<file path="src/rtl/pong_game_core.sv">
// Pong game core: paddle, ball and serve/miss state updated once per frame,
// plus a registered 1-bit-per-channel pixel renderer driven by the beam position.
module pong_game_core #(
   parameter int BALL_SIZE    = 16,
   parameter int PADDLE_W     = 64,
   parameter int PADDLE_H     = 8,
   parameter int PADDLE_Y     = 464,
   parameter int PADDLE_STEP  = 4,
   parameter int BALL_SPEED   = 2,
   parameter int SERVE_FRAMES = 60
) (
   input  logic       clk,
   input  logic       rst_n,
   input  logic [9:0] counter_x,
   input  logic [8:0] counter_y,
   input  logic       in_display_area,
   input  logic       btn_left,
   input  logic       btn_right,
   output logic       vga_r,
   output logic       vga_g,
   output logic       vga_b,
   output logic       miss_pulse,
   output logic [7:0] hit_count
);

   // All geometry is compared at 11 bits so that sums such as x+size never wrap.
   localparam logic [10:0] SCREEN_W  = 11'd640;
   localparam logic [10:0] BALL_SZ   = 11'(BALL_SIZE);
   localparam logic [10:0] PAD_W     = 11'(PADDLE_W);
   localparam logic [10:0] PAD_H     = 11'(PADDLE_H);
   localparam logic [10:0] PAD_Y     = 11'(PADDLE_Y);
   localparam logic [10:0] PAD_STEP  = 11'(PADDLE_STEP);
   localparam logic [10:0] SPEED     = 11'(BALL_SPEED);
   localparam logic [9:0]  CENTER_X  = 10'((640 - BALL_SIZE) / 2);
   localparam logic [8:0]  CENTER_Y  = 9'((480 - BALL_SIZE) / 2);
   localparam logic [9:0]  PAD_START = 10'((640 - PADDLE_W) / 2);
   localparam int          TIMER_W   = (SERVE_FRAMES > 2) ? $clog2(SERVE_FRAMES) : 1;
   localparam logic [TIMER_W-1:0] SERVE_LAST = TIMER_W'(SERVE_FRAMES - 1);

   typedef enum logic {
      SERVE = 1'b0,
      PLAY  = 1'b1
   } state_t;

   state_t             stateReg, stateNext;
   logic [TIMER_W-1:0] serveTimerReg, serveTimerNext;
   logic [9:0]         ballXReg, ballXNext;
   logic [8:0]         ballYReg, ballYNext;
   logic               dirXReg, dirXNext;      // 1 = right, 0 = left
   logic               dirYReg, dirYNext;      // 1 = down,  0 = up
   logic [9:0]         paddleXReg, paddleXNext;
   logic [7:0]         hitCountReg, hitCountNext;
   logic               missReg, missNext;

   logic        frameTick;
   logic [10:0] ballX11, ballY11, paddleX11;
   logic [10:0] beamX11, beamY11;
   logic        overlap;
   logic        ballPx, paddlePx;

   // The single cycle per frame where the beam sits at the start of vertical blanking.
   assign frameTick = (counter_x == 10'd0) && (counter_y == 9'd480);

   assign ballX11   = {1'b0, ballXReg};
   assign ballY11   = {2'b0, ballYReg};
   assign paddleX11 = {1'b0, paddleXReg};
   assign beamX11   = {1'b0, counter_x};
   assign beamY11   = {2'b0, counter_y};

   // Horizontal overlap of ball and paddle using the pre-update positions.
   assign overlap = (ballX11 + BALL_SZ > paddleX11) && (ballX11 < paddleX11 + PAD_W);

   // Game state register: everything moves together on the frame tick.
   always_ff @(posedge clk or negedge rst_n) begin
      if (!rst_n) begin
         stateReg      <= SERVE;
         serveTimerReg <= '0;
         ballXReg      <= CENTER_X;
         ballYReg      <= CENTER_Y;
         dirXReg       <= 1'b1;
         dirYReg       <= 1'b1;
         paddleXReg    <= PAD_START;
         hitCountReg   <= 8'd0;
         missReg       <= 1'b0;
      end else begin
         stateReg      <= stateNext;
         serveTimerReg <= serveTimerNext;
         ballXReg      <= ballXNext;
         ballYReg      <= ballYNext;
         dirXReg       <= dirXNext;
         dirYReg       <= dirYNext;
         paddleXReg    <= paddleXNext;
         hitCountReg   <= hitCountNext;
         missReg       <= missNext;
      end
   end

   // Next-state logic: paddle motion, serve countdown, ball motion with bounces and miss.
   always_comb begin
      stateNext      = stateReg;
      serveTimerNext = serveTimerReg;
      ballXNext      = ballXReg;
      ballYNext      = ballYReg;
      dirXNext       = dirXReg;
      dirYNext       = dirYReg;
      paddleXNext    = paddleXReg;
      hitCountNext   = hitCountReg;
      missNext       = 1'b0;

      if (frameTick) begin
         // Paddle responds in both states; opposing buttons cancel.
         if (btn_left && !btn_right) begin
            if (paddleX11 < PAD_STEP) paddleXNext = 10'd0;
            else                      paddleXNext = 10'(paddleX11 - PAD_STEP);
         end else if (btn_right && !btn_left) begin
            if (paddleX11 + PAD_STEP > SCREEN_W - PAD_W) paddleXNext = 10'(SCREEN_W - PAD_W);
            else                                         paddleXNext = 10'(paddleX11 + PAD_STEP);
         end

         case (stateReg)
            SERVE: begin
               ballXNext = CENTER_X;
               ballYNext = CENTER_Y;
               if (serveTimerReg == SERVE_LAST) begin
                  serveTimerNext = '0;
                  stateNext      = PLAY;
                  dirYNext       = 1'b1;
               end else begin
                  serveTimerNext = serveTimerReg + 1'b1;
               end
            end

            PLAY: begin
               // Horizontal motion with wall bounce (ball clamped flush to the wall).
               if (dirXReg) begin
                  if (ballX11 + BALL_SZ + SPEED > SCREEN_W) begin
                     ballXNext = 10'(SCREEN_W - BALL_SZ);
                     dirXNext  = 1'b0;
                  end else begin
                     ballXNext = 10'(ballX11 + SPEED);
                  end
               end else begin
                  if (ballX11 < SPEED) begin
                     ballXNext = 10'd0;
                     dirXNext  = 1'b1;
                  end else begin
                     ballXNext = 10'(ballX11 - SPEED);
                  end
               end

               // Vertical motion: ceiling bounce, paddle hit or miss at the paddle row.
               if (!dirYReg) begin
                  if (ballY11 < SPEED) begin
                     ballYNext = 9'd0;
                     dirYNext  = 1'b1;
                  end else begin
                     ballYNext = 9'(ballY11 - SPEED);
                  end
               end else if (ballY11 + BALL_SZ + SPEED >= PAD_Y) begin
                  if (overlap) begin
                     ballYNext    = 9'(PAD_Y - BALL_SZ);
                     dirYNext     = 1'b0;
                     hitCountNext = hitCountReg + 8'd1;
                  end else begin
                     // A miss overrides whatever the x axis computed this tick.
                     missNext  = 1'b1;
                     stateNext = SERVE;
                     ballXNext = CENTER_X;
                     ballYNext = CENTER_Y;
                  end
               end else begin
                  ballYNext = 9'(ballY11 + SPEED);
               end
            end

            default: stateNext = SERVE;
         endcase
      end
   end

   assign ballPx   = (beamX11 >= ballX11)   && (beamX11 < ballX11 + BALL_SZ) &&
                     (beamY11 >= ballY11)   && (beamY11 < ballY11 + BALL_SZ);
   assign paddlePx = (beamX11 >= paddleX11) && (beamX11 < paddleX11 + PAD_W) &&
                     (beamY11 >= PAD_Y)     && (beamY11 < PAD_Y + PAD_H);

   // Pixel colour register: ball (white) beats paddle (green); blank outside the visible area.
   always_ff @(posedge clk or negedge rst_n) begin
      if (!rst_n) begin
         {vga_r, vga_g, vga_b} <= 3'b000;
      end else if (!in_display_area) begin
         {vga_r, vga_g, vga_b} <= 3'b000;
      end else if (ballPx) begin
         {vga_r, vga_g, vga_b} <= 3'b111;
      end else if (paddlePx) begin
         {vga_r, vga_g, vga_b} <= 3'b010;
      end else begin
         {vga_r, vga_g, vga_b} <= 3'b000;
      end
   end

   assign miss_pulse = missReg;
   assign hit_count  = hitCountReg;

endmodule
</file>
<file path="config.mk">
export PLATFORM = sky130hd
export DESIGN_NAME = pong_game_core
export DESIGN_NICKNAME = d
export VERILOG_FILES = /design/src/rtl/pong_game_core.sv
export SDC_FILE = /design/constraint.sdc
export NUM_CORES = 1
export LEC_CHECK = 0
export BUFFER_PORTS_ARGS = -buffer_cell sky130_fd_sc_hd__clkbuf_2
export CAP_MARGIN = 20
export CORE_MARGIN = 4
export CORE_UTILIZATION = 56
export CTS_CLUSTER_SIZE = 10
export DETAILED_ROUTE_END_ITERATION = 10
export PLACE_DENSITY_LB_ADDON = 0.12
export SETUP_SLACK_MARGIN = 0.15
export SLEW_MARGIN = 20
export SYNTH_ARGS = -nofsm -noshare
export SYNTH_HDL_FRONTEND = slang
export SYNTH_SLANG_ARGS = --single-unit
</file>
<file path="constraint.sdc">
create_clock -name clk -period 3.57 [get_ports clk]
set_clock_uncertainty 0.05 [all_clocks]
set_input_delay 0.357 -clock clk [delete_from_list [all_inputs] [get_ports clk]]
set_output_delay 0.357 -clock clk [all_outputs]
set_load 0.1 [all_outputs]
</file>
**Yosys cells after proc, flatten, opt, wreduce, memory -nomap -nowiden**

Index checks and enable logic that the tools add are counted.

- Register bits: 49
- Output and inout bits: 12

- $add $sub $neg: 13
- Magnitude comparators: 16
- Equal/unequal tests: 3
- Multiplexer cells: 40
- Bitwise gates (word level): 1
- Reductions and logical operators: 19

Operator list:

| kind | count |
|---|---|
| two-way mux 10 bit | 10 |
| two-way mux 9 bit | 4 |
| < comparator 10 x 11 -> 1 bit | 3 |
| adder 11 x 2 -> 11 bit, second input constant | 2 |
| greater-than comparator 11 x 10 -> 1 bit, second input constant | 2 |
| two-way mux 1 bit | 21 |
| >= comparator 10 bit | 2 |
| one-hot mux 10 bit (2 select lines) | 1 |
| one-hot mux 9 bit (2 select lines) | 1 |
| adder 10 x 3 -> 11 bit, second input constant | 1 |
| adder 10 x 5 -> 11 bit, second input constant | 1 |
| adder 10 x 7 -> 11 bit, second input constant | 1 |
| >= comparator 11 x 9 -> 1 bit, second input constant | 1 |
| greater-than comparator 11 x 10 -> 1 bit | 1 |
| adder 10 x 2 -> 10 bit, second input constant | 1 |
| adder 9 x 5 -> 10 bit, second input constant | 1 |
| logical AND 1 bit | 10 |
| logical NOT 10 bit | 1 |
| < comparator 10 x 2 -> 1 bit, second input constant | 1 |
| < comparator 10 x 3 -> 1 bit, second input constant | 1 |
| < comparator 9 x 10 -> 1 bit | 1 |
| subtractor 10 x 2 -> 10 bit, second input constant | 1 |
| subtractor 10 x 3 -> 10 bit, second input constant | 1 |
| adder 9 x 2 -> 9 bit, second input constant | 1 |
| other kinds (17) | 22 |

**Logic depth before layout (Yosys ltp)**

Gate-level depths: netlist (run 1).

- Depth after elaboration: 9
- Gate-level depth with buffers: 13
- Mapped depth without buffers: 12

**Worst setup path before layout (run 1)**

Ideal clock, no wire load.

- Path type: reg-to-reg
- Start: register ballXReg[5]
- End: register ballXReg[9]
- Data arrival time: 2982 ps
- Slack: 417 ps
- Stages on the path, launching flop included: 13
- Clock period less this slack: 3153 ps
- Path through: dfstp_2 ha_1 nand3_2 xnor2_2 ha_1 a21o_1 a21oi_1 nand4b_1 a21boi_0 o211ai_1 nand2_1 o22ai_1 a22o_1

- Longest elaborated chain between the ends: 9

Ends and longest elaborated chain:

| item | line | RTL |
|---|---|---|
| start, declared | 47 | `logic [9:0] ballXReg, ballXNext;` |
| start signal, assigned | 88 | `ballXReg <= ballXNext;` |
| adder 10 x 5 -> 11 bit | 71, 136 |  |
| adder 11 x 2 -> 11 bit | 136 | `if (ballX11 + BALL_SZ + SPEED > SCREEN_W) begin` |
| greater-than comparator 11 x 10 -> 1 bit | 136 |  |
| two-way mux 10 bit | 136 |  |
| two-way mux 10 bit | 135 | `if (dirXReg) begin` |
| two-way mux 10 bit | 160 | `if (overlap) begin` |
| two-way mux 10 bit | 159 | `end else if (ballY11 + BALL_SZ + SPEED >= PAD_Y) begin` |
| two-way mux 10 bit * | 152 | `if (!dirYReg) begin` |
| one-hot mux 10 bit (2 select lines) * | 120 | `case (stateReg)` |

Every way passes the cells marked *; elsewhere a longest branch is shown, timed or not.
A chain may end at the register's enable or synchronous reset.

**Worst setup path in the final report (run 1)**

- Start: register ballXReg[4]
- End: register ballXReg[9]

Same word-level chain as after synthesis.

==> impl_metrics.py, run 1 <==
metrics = {
    "status": {
        "outcome": "completed",
    },
    "pwr": {
        "p_leak_nw": 2.44,
        "p_per_area_nw_per_um2": 187,
        "peakVddDrop_mv": 0.192,
    },
    "synth": {
        "synth_area_leader_cell": "ha_1",
        "synth_cell_type_count": 74,
        "ys_async_sr_fraction": 1.00,
        "ys.flop_type": "dfrtp_1",
        "syn_area_per_cell_um2": 8.34,
        "post-synth-top-count-cell": "ha_1",
        "syn-num-nets": 678,
        "synthesis.area_um2": 4850,
        "yosysTopAreaCellShare": 0.186,
        "seq_area_frac_synth": 0.240,
        "synth-edff-count": 0,
        "yosysWarnings": 0,
        "synthTopCellsByArea": "ha_1 19%, dfrtp_1 18%, dfstp_2 6.5%",
        "synth_seq_cells": 46,
        "synth_cells": 582,
        "synth.top_cells.by_count": "72 x ha_1, 45 x nor2_1, 39 x inv_1, 37 x nand2_1, 36 x o21ai_0",
    },
    "clocking": {
        "cts_inserted_buffers": 5,
        "path_clk_slew_ps": 110,
        "holdBufCountCts": 0,
        "clkLatencyLatePin_ps": 310,
        "cts_max_level": 2,
        "clk_path_buf_depth": 2,
        "cts_tree": "yes",
        "clock-sinks": 46,
        "cts-root-buf": "clkbuf_8",
    },
    "drt": {
        "routedWlPerCell_um": 17.9,
        "first_pass_iters": 5,
        "wl_met3_um": 655,
        "ant_nets": 0,
        "met1_length_um": 5720,
        "wl_met2_um": 6300,
        "vias_per_cell": 6.31,
        "highest_layer": "met4",
        "drc": 0,
        "drt-total-wl_um": 12900,
        "via_count": 4546,
        "drt_iter0_drc": 226,
    },
    "grt": {
        "grt_pass1_vias": 4511,
        "grt_use_total": 0.261,
        "grt_max_degree": 26,
        "grt_pass1_wl_um": 21600,
        "antenna_found_initial": 0,
        "grt.overflow.total": 0,
    },
    "worst_setup_path": {
        "cp_max_fo": 12,
        "cp.required_ps": 3710,
        "reg2reg_from": "ballXReg[4]$_DFFE_PN1P_",
        "path_class": "register to register",
        "crit_chain": "ha_1, nand3_2, xnor2_2, ha_1, a21o_1, a21oi_1, nand4b_1, a21boi_1, o211ai_1, nand2_2, o22ai_1, a22o_1",
        "arrival_ps": 3350,
        "path_delay_family": "compound AO/OA/AOI/OAI gates",
        "start_kind": "register",
        "crit_start": "ballXReg[4]$_DFFE_PN1P_",
        "path_common_cell": "ha_1",
        "timing.critical_path.buf_inv": 0,
        "slowest_stage": "dfstp_2",
        "end_kind": "register",
        "crit_path_max_incr_delay_ps": 660,
    },
    "sta": {
        "hold_viol": 0,
        "maxSlewHeadroom": 0.479,
        "fmax_mhz": 312,
        "min_period_ps": 3210,
        "worstMarginPinSlew_ps": 781,
        "post-route-period-util": 0.899,
        "grt_setup_unrepaired": "false",
        "setup_tns_ps": 0,
        "setup_violations": 0,
        "drv_slew": 0,
    },
    "place": {
        "hpwl_um": 9980,
        "dpl-instance-area_um2": 5130,
        "routabilityCongestion": 0.959,
        "port-buffer-count": 35,
    },
    "die": {
        "core_region_area_um2": 8340,
        "start_util": 0.582,
        "fp.dieH_um": 101,
        "ios": 36,
        "die_w_um": 101,
        "fp-row-count": 33,
        "die-area_um2": 10200,
    },
    "finish": {
        "drive_above_1_share": 0.143,
        "final_nets": 711,
        "syn_to_final_growth_pct": 8.12,
        "diodes": 0,
        "design_area_um2": 5250,
    },
    "job": {
        "drv_cap": 0,
    },
    "min_path": {
        "hold_path_class": "primary input to async pin",
    },
}
area by class of cell:
class / count / area (um2)
timing repair buffer: 48 / 273
clock inverter: 3 / 26.3
clock buffer: 5 / 68.8
tap: 105 / 131
sequential: 46 / 1170
multi-input combinational: 473 / 3430
inverter: 41 / 154
fill: 771 / 3090
worst reg2reg max path: stages, from the launching register on:
cell	delay, ps
dfstp_2	660
ha_1	220
nand3_2	90
xnor2_2	230
ha_1	290
a21o_1	180
a21oi_1	200
nand4b_1	150
a21boi_1	240
o211ai_1	250
nand2_2	250
o22ai_1	100
a22o_1	200
metrics by stage:
step	cells	hold slack [ps]	setup WS, ps	utilization	power, mW
finish	721	58.6	362	0.629	0.981
global route	721	82.0	145	0.629	1.03
CTS	718	52.5	211	0.626	0.996
detailed placement	710	400	166	0.615	0.632
global placement	710	398	317	0.615	0.629
floorplan	582	11.4	417	-	0.583
routing by layer:
layer  up-vias  GRT usage
li1       2234          -
met1      2158      0.339
met2       138      0.449
met3        16     0.0332
met4         0     0.0818
met5         -          0
sequential cells by signal, summed over array words and instances, names as in the netlist:
register and count:
ballYReg 8, vga_g 1, paddleXReg 8, serveTimerReg 6
miss_pulse 1, dirYReg 1, dirXReg 1, vga_b 1
hit_count 8, ballXReg 10, stateReg 1
report_power, final:
| group | leakage [nW] | switching (mW) | internal, mW |
|---|---|---|---|
| logic | 1.83 | 0.0614 | 0.0393 |
| clock network | 0.0495 | 0.212 | 0.146 |
| registers | 0.558 | 0.000287 | 0.522 |
| total | 2.44 | 0.274 | 0.707 |
worst paths after layout:
| path | slack (ps) | endpoint | cells past startpoint |
|---|---|---|---|
| setup reg to reg | 360 | ballXReg[9]$_DFFE_PN0P_ | 12 |
| setup / recovery | 360 | ballXReg[9]$_DFFE_PN0P_ | 12 |
| min in group clk | 410 | vga_b$_DFF_PN0_ | 5 |
| max in group asynchronous | 2570 | ballYReg[7]$_DFFE_PN1P_ | 2 |
| hold / removal | 60 | ballXReg[6]$_DFFE_PN0P_ | 1 |
| hold reg to reg | 430 | hit_count[7]$_DFFE_PN0P_ | 1 |
cell usage in the layout (no fill, tap or decap), types with 10 or more instances in the layout:
| cell type | instances |
|---|---|
| ha_1 | 72 |
| nor2_1 | 45 |
| inv_1 | 39 |
| nand2_1 | 36 |
| o21ai_0 | 36 |
| a21oi_1 | 35 |
| clkbuf_2 | 35 |
| dfrtp_1 | 32 |
| nand3_1 | 28 |
| nor3_1 | 17 |
| xnor2_1 | 15 |
| o22ai_1 | 13 |
| buf_4 | 13 |
| dfstp_2 | 12 |
| and3_1 | 11 |
| o21a_1 | 11 |
| nand4_1 | 10 |
logic make-up (layout without fill, tap and decap cells):
| family | after synthesis | count (layout) | share of synthesized area |
|---|---|---|---|
| DFF | 46 | 46 | 0.240 |
| adders and majority gates | 72 | 72 | 0.186 |
| muxes | 6 | 6 | 0.0129 |
| and+or+nand+nor | 198 | 198 | 0.215 |
| buffers and inverters | 63 | 97 | 0.0544 |
| AOI/OAI and AO/OA | 174 | 174 | 0.243 |
| xor gates and xnor gates | 23 | 23 | 0.0490 |
repair_timing:
item | 4_1_cts | 5_1_grt
pin swaps | 0 | 2
setup buffers | 0 | 3
hold endpoints to repair | 0 | 0
endpoints found under the setup margin | 2 | 17
gates cloned | 0 | 0
resized for setup | 1 | 4
No activity file was read; power rests on OpenSTA's default activity.
==> run 2, diff against run 1 <==
Settings changed: CORE_UTILIZATION 56 to 48.
==> impl_metrics.py, run 2 (synthesized netlist as in run 1, its figures left out) <==
metrics = {
    "status": {
        "outcome": "completed",
    },
    "grt": {
        "grt.overflow.total": 0,
        "grt_use_total": 0.234,
        "antenna_found_initial": 0,
        "grt_max_degree": 31,
        "grt_pass1_wl_um": 22300,
        "grt_pass1_vias": 4407,
    },
    "sta": {
        "whs_ps": 425,
        "setup_violations": 0,
        "hold_viol": 0,
        "post-route-period-util": 0.904,
        "fmax_mhz": 310,
        "grt_setup_unrepaired": "false",
        "setup_tns_ps": 0,
        "worstMarginPinSlew_ps": 774,
        "min_period_ps": 3230,
        "maxSlewHeadroom": 0.479,
        "drv_slew": 0,
    },
    "die": {
        "ios": 36,
        "fp.dieH_um": 109,
        "start_util": 0.494,
        "die-area_um2": 11800,
        "core_region_area_um2": 9820,
        "fp-row-count": 36,
        "die_w_um": 109,
    },
    "drt": {
        "vias_per_cell": 6.06,
        "drt_iter0_drc": 245,
        "via_count": 4582,
        "drc": 0,
        "ant_nets": 0,
        "first_pass_iters": 5,
        "routedWlPerCell_um": 17.4,
        "drt-total-wl_um": 13200,
    },
    "clocking": {
        "path_clk_slew_ps": 110,
        "cts_max_level": 2,
        "clk_path_buf_depth": 2,
        "cts-root-buf": "clkbuf_8",
        "clock-sinks": 46,
        "clkLatencyLatePin_ps": 320,
        "cts_inserted_buffers": 5,
        "cts_tree": "yes",
    },
    "finish": {
        "syn_to_final_growth_pct": 10.3,
        "layout_common_cells": "71 x ha_1, 45 x nor2_1, 39 x inv_1",
        "drive_above_1_share": 0.152,
        "diodes": 0,
        "final_common_cell": "ha_1",
        "regMostFlops": "ballXReg",
        "fin_util": 0.545,
        "largest_register_ffs": 10,
        "final_nets": 718,
    },
    "pwr": {
        "peakVddDrop_mv": 0.179,
        "p_leak_nw": 2.48,
        "p_per_area_nw_per_um2": 184,
    },
    "min_path": {
        "hold_path_class": "register to register",
    },
    "job": {
        "drv_cap": 0,
    },
    "worst_setup_path": {
        "cp.required_ps": 3740,
        "start_kind": "register",
        "end_kind": "register",
        "arrival_ps": 3400,
        "cp_max_fo": 9,
        "path_class": "register to register",
    },
    "place": {
        "hpwl_um": 10200,
        "port-buffer-count": 35,
        "routabilityCongestion": 0.957,
    },
}
## run 2: power by group
| group | switching, mW | internal (mW) |
|---|---|---|
| Combinational | 0.0634 | 0.0403 |
| Sequential | 0.000317 | 0.522 |
| Clock | 0.215 | 0.146 |
## run 2: worst max-delay path, cell delays in order, from the launching register on
cell      delay [ps]
dfstp_2          660
inv_1            150
ha_1             340
ha_1             310
nand3_1          110
a21oi_1          160
nand4b_1         150
a21boi_0         100
buf_4            160
o211ai_1         350
nand2_2          210
buf_4            190
o31ai_1          210
## run 2: final timing paths
check / startpoint / endpoint / slack (ps) / depth (start not counted)
setup / recovery: ballXReg[5]$_DFFE_PN1P_ / ballXReg[1]$_DFFE_PN0P_ / 340 / 12
hold / removal: hit_count[7]$_DFFE_PN0P_ / hit_count[7]$_DFFE_PN0P_ / 430 / 1
setup reg to reg: ballXReg[5]$_DFFE_PN1P_ / ballXReg[1]$_DFFE_PN0P_ / 340 / 12
hold reg to reg: hit_count[7]$_DFFE_PN0P_ / hit_count[7]$_DFFE_PN0P_ / 430 / 1
max in group asynchronous: rst_n / ballYReg[5]$_DFFE_PN1P_ / 2160 / 3
min in group asynchronous: rst_n / vga_b$_DFF_PN0_ / 490 / 2
## run 2: per-stage QoR
stage | total power, mW | worst slack [ps] | area (um2) | instances
global route | 1.04 | 140 | 5350 | 756
CTS | 0.997 | 166 | 5270 | 747
floorplan | 0.583 | 417 | 4850 | 582
finish | 0.988 | 342 | 5350 | 756
detailed placement | 0.635 | 76.9 | 5160 | 738
global placement | 0.631 | 226 | 5160 | 738
## run 2: cell type report
class | instances | area, um2
clock buffers | 5 | 68.8
repair buffers | 55 | 325
clock inverters | 3 | 26.3
well taps | 133 | 166
flip-flops and latches | 46 | 1170
multi-input cells | 473 | 3450
fillers | 959 | 4470
inverters | 41 | 154
## run 2: layer usage
| layer | wire length [um] | track usage | up-vias |
|---|---|---|---|
| met5 | 0 | 0 | - |
| met4 | 417 | 0.0848 | 0 |
| met3 | 629 | 0.0275 | 32 |
| met2 | 6270 | 0.391 | 135 |
| met1 | 5850 | 0.312 | 2163 |
| li1 | - | - | 2252 |
## run 2: timing repair
action	in CTS	in global routing
endpoints found under the hold margin	11	0
pin swaps	0	3
endpoints found under the setup margin	4	20
buffers inserted	0	9
gates resized for setup	1	5
cloned	0	0
hold buffers	1	0
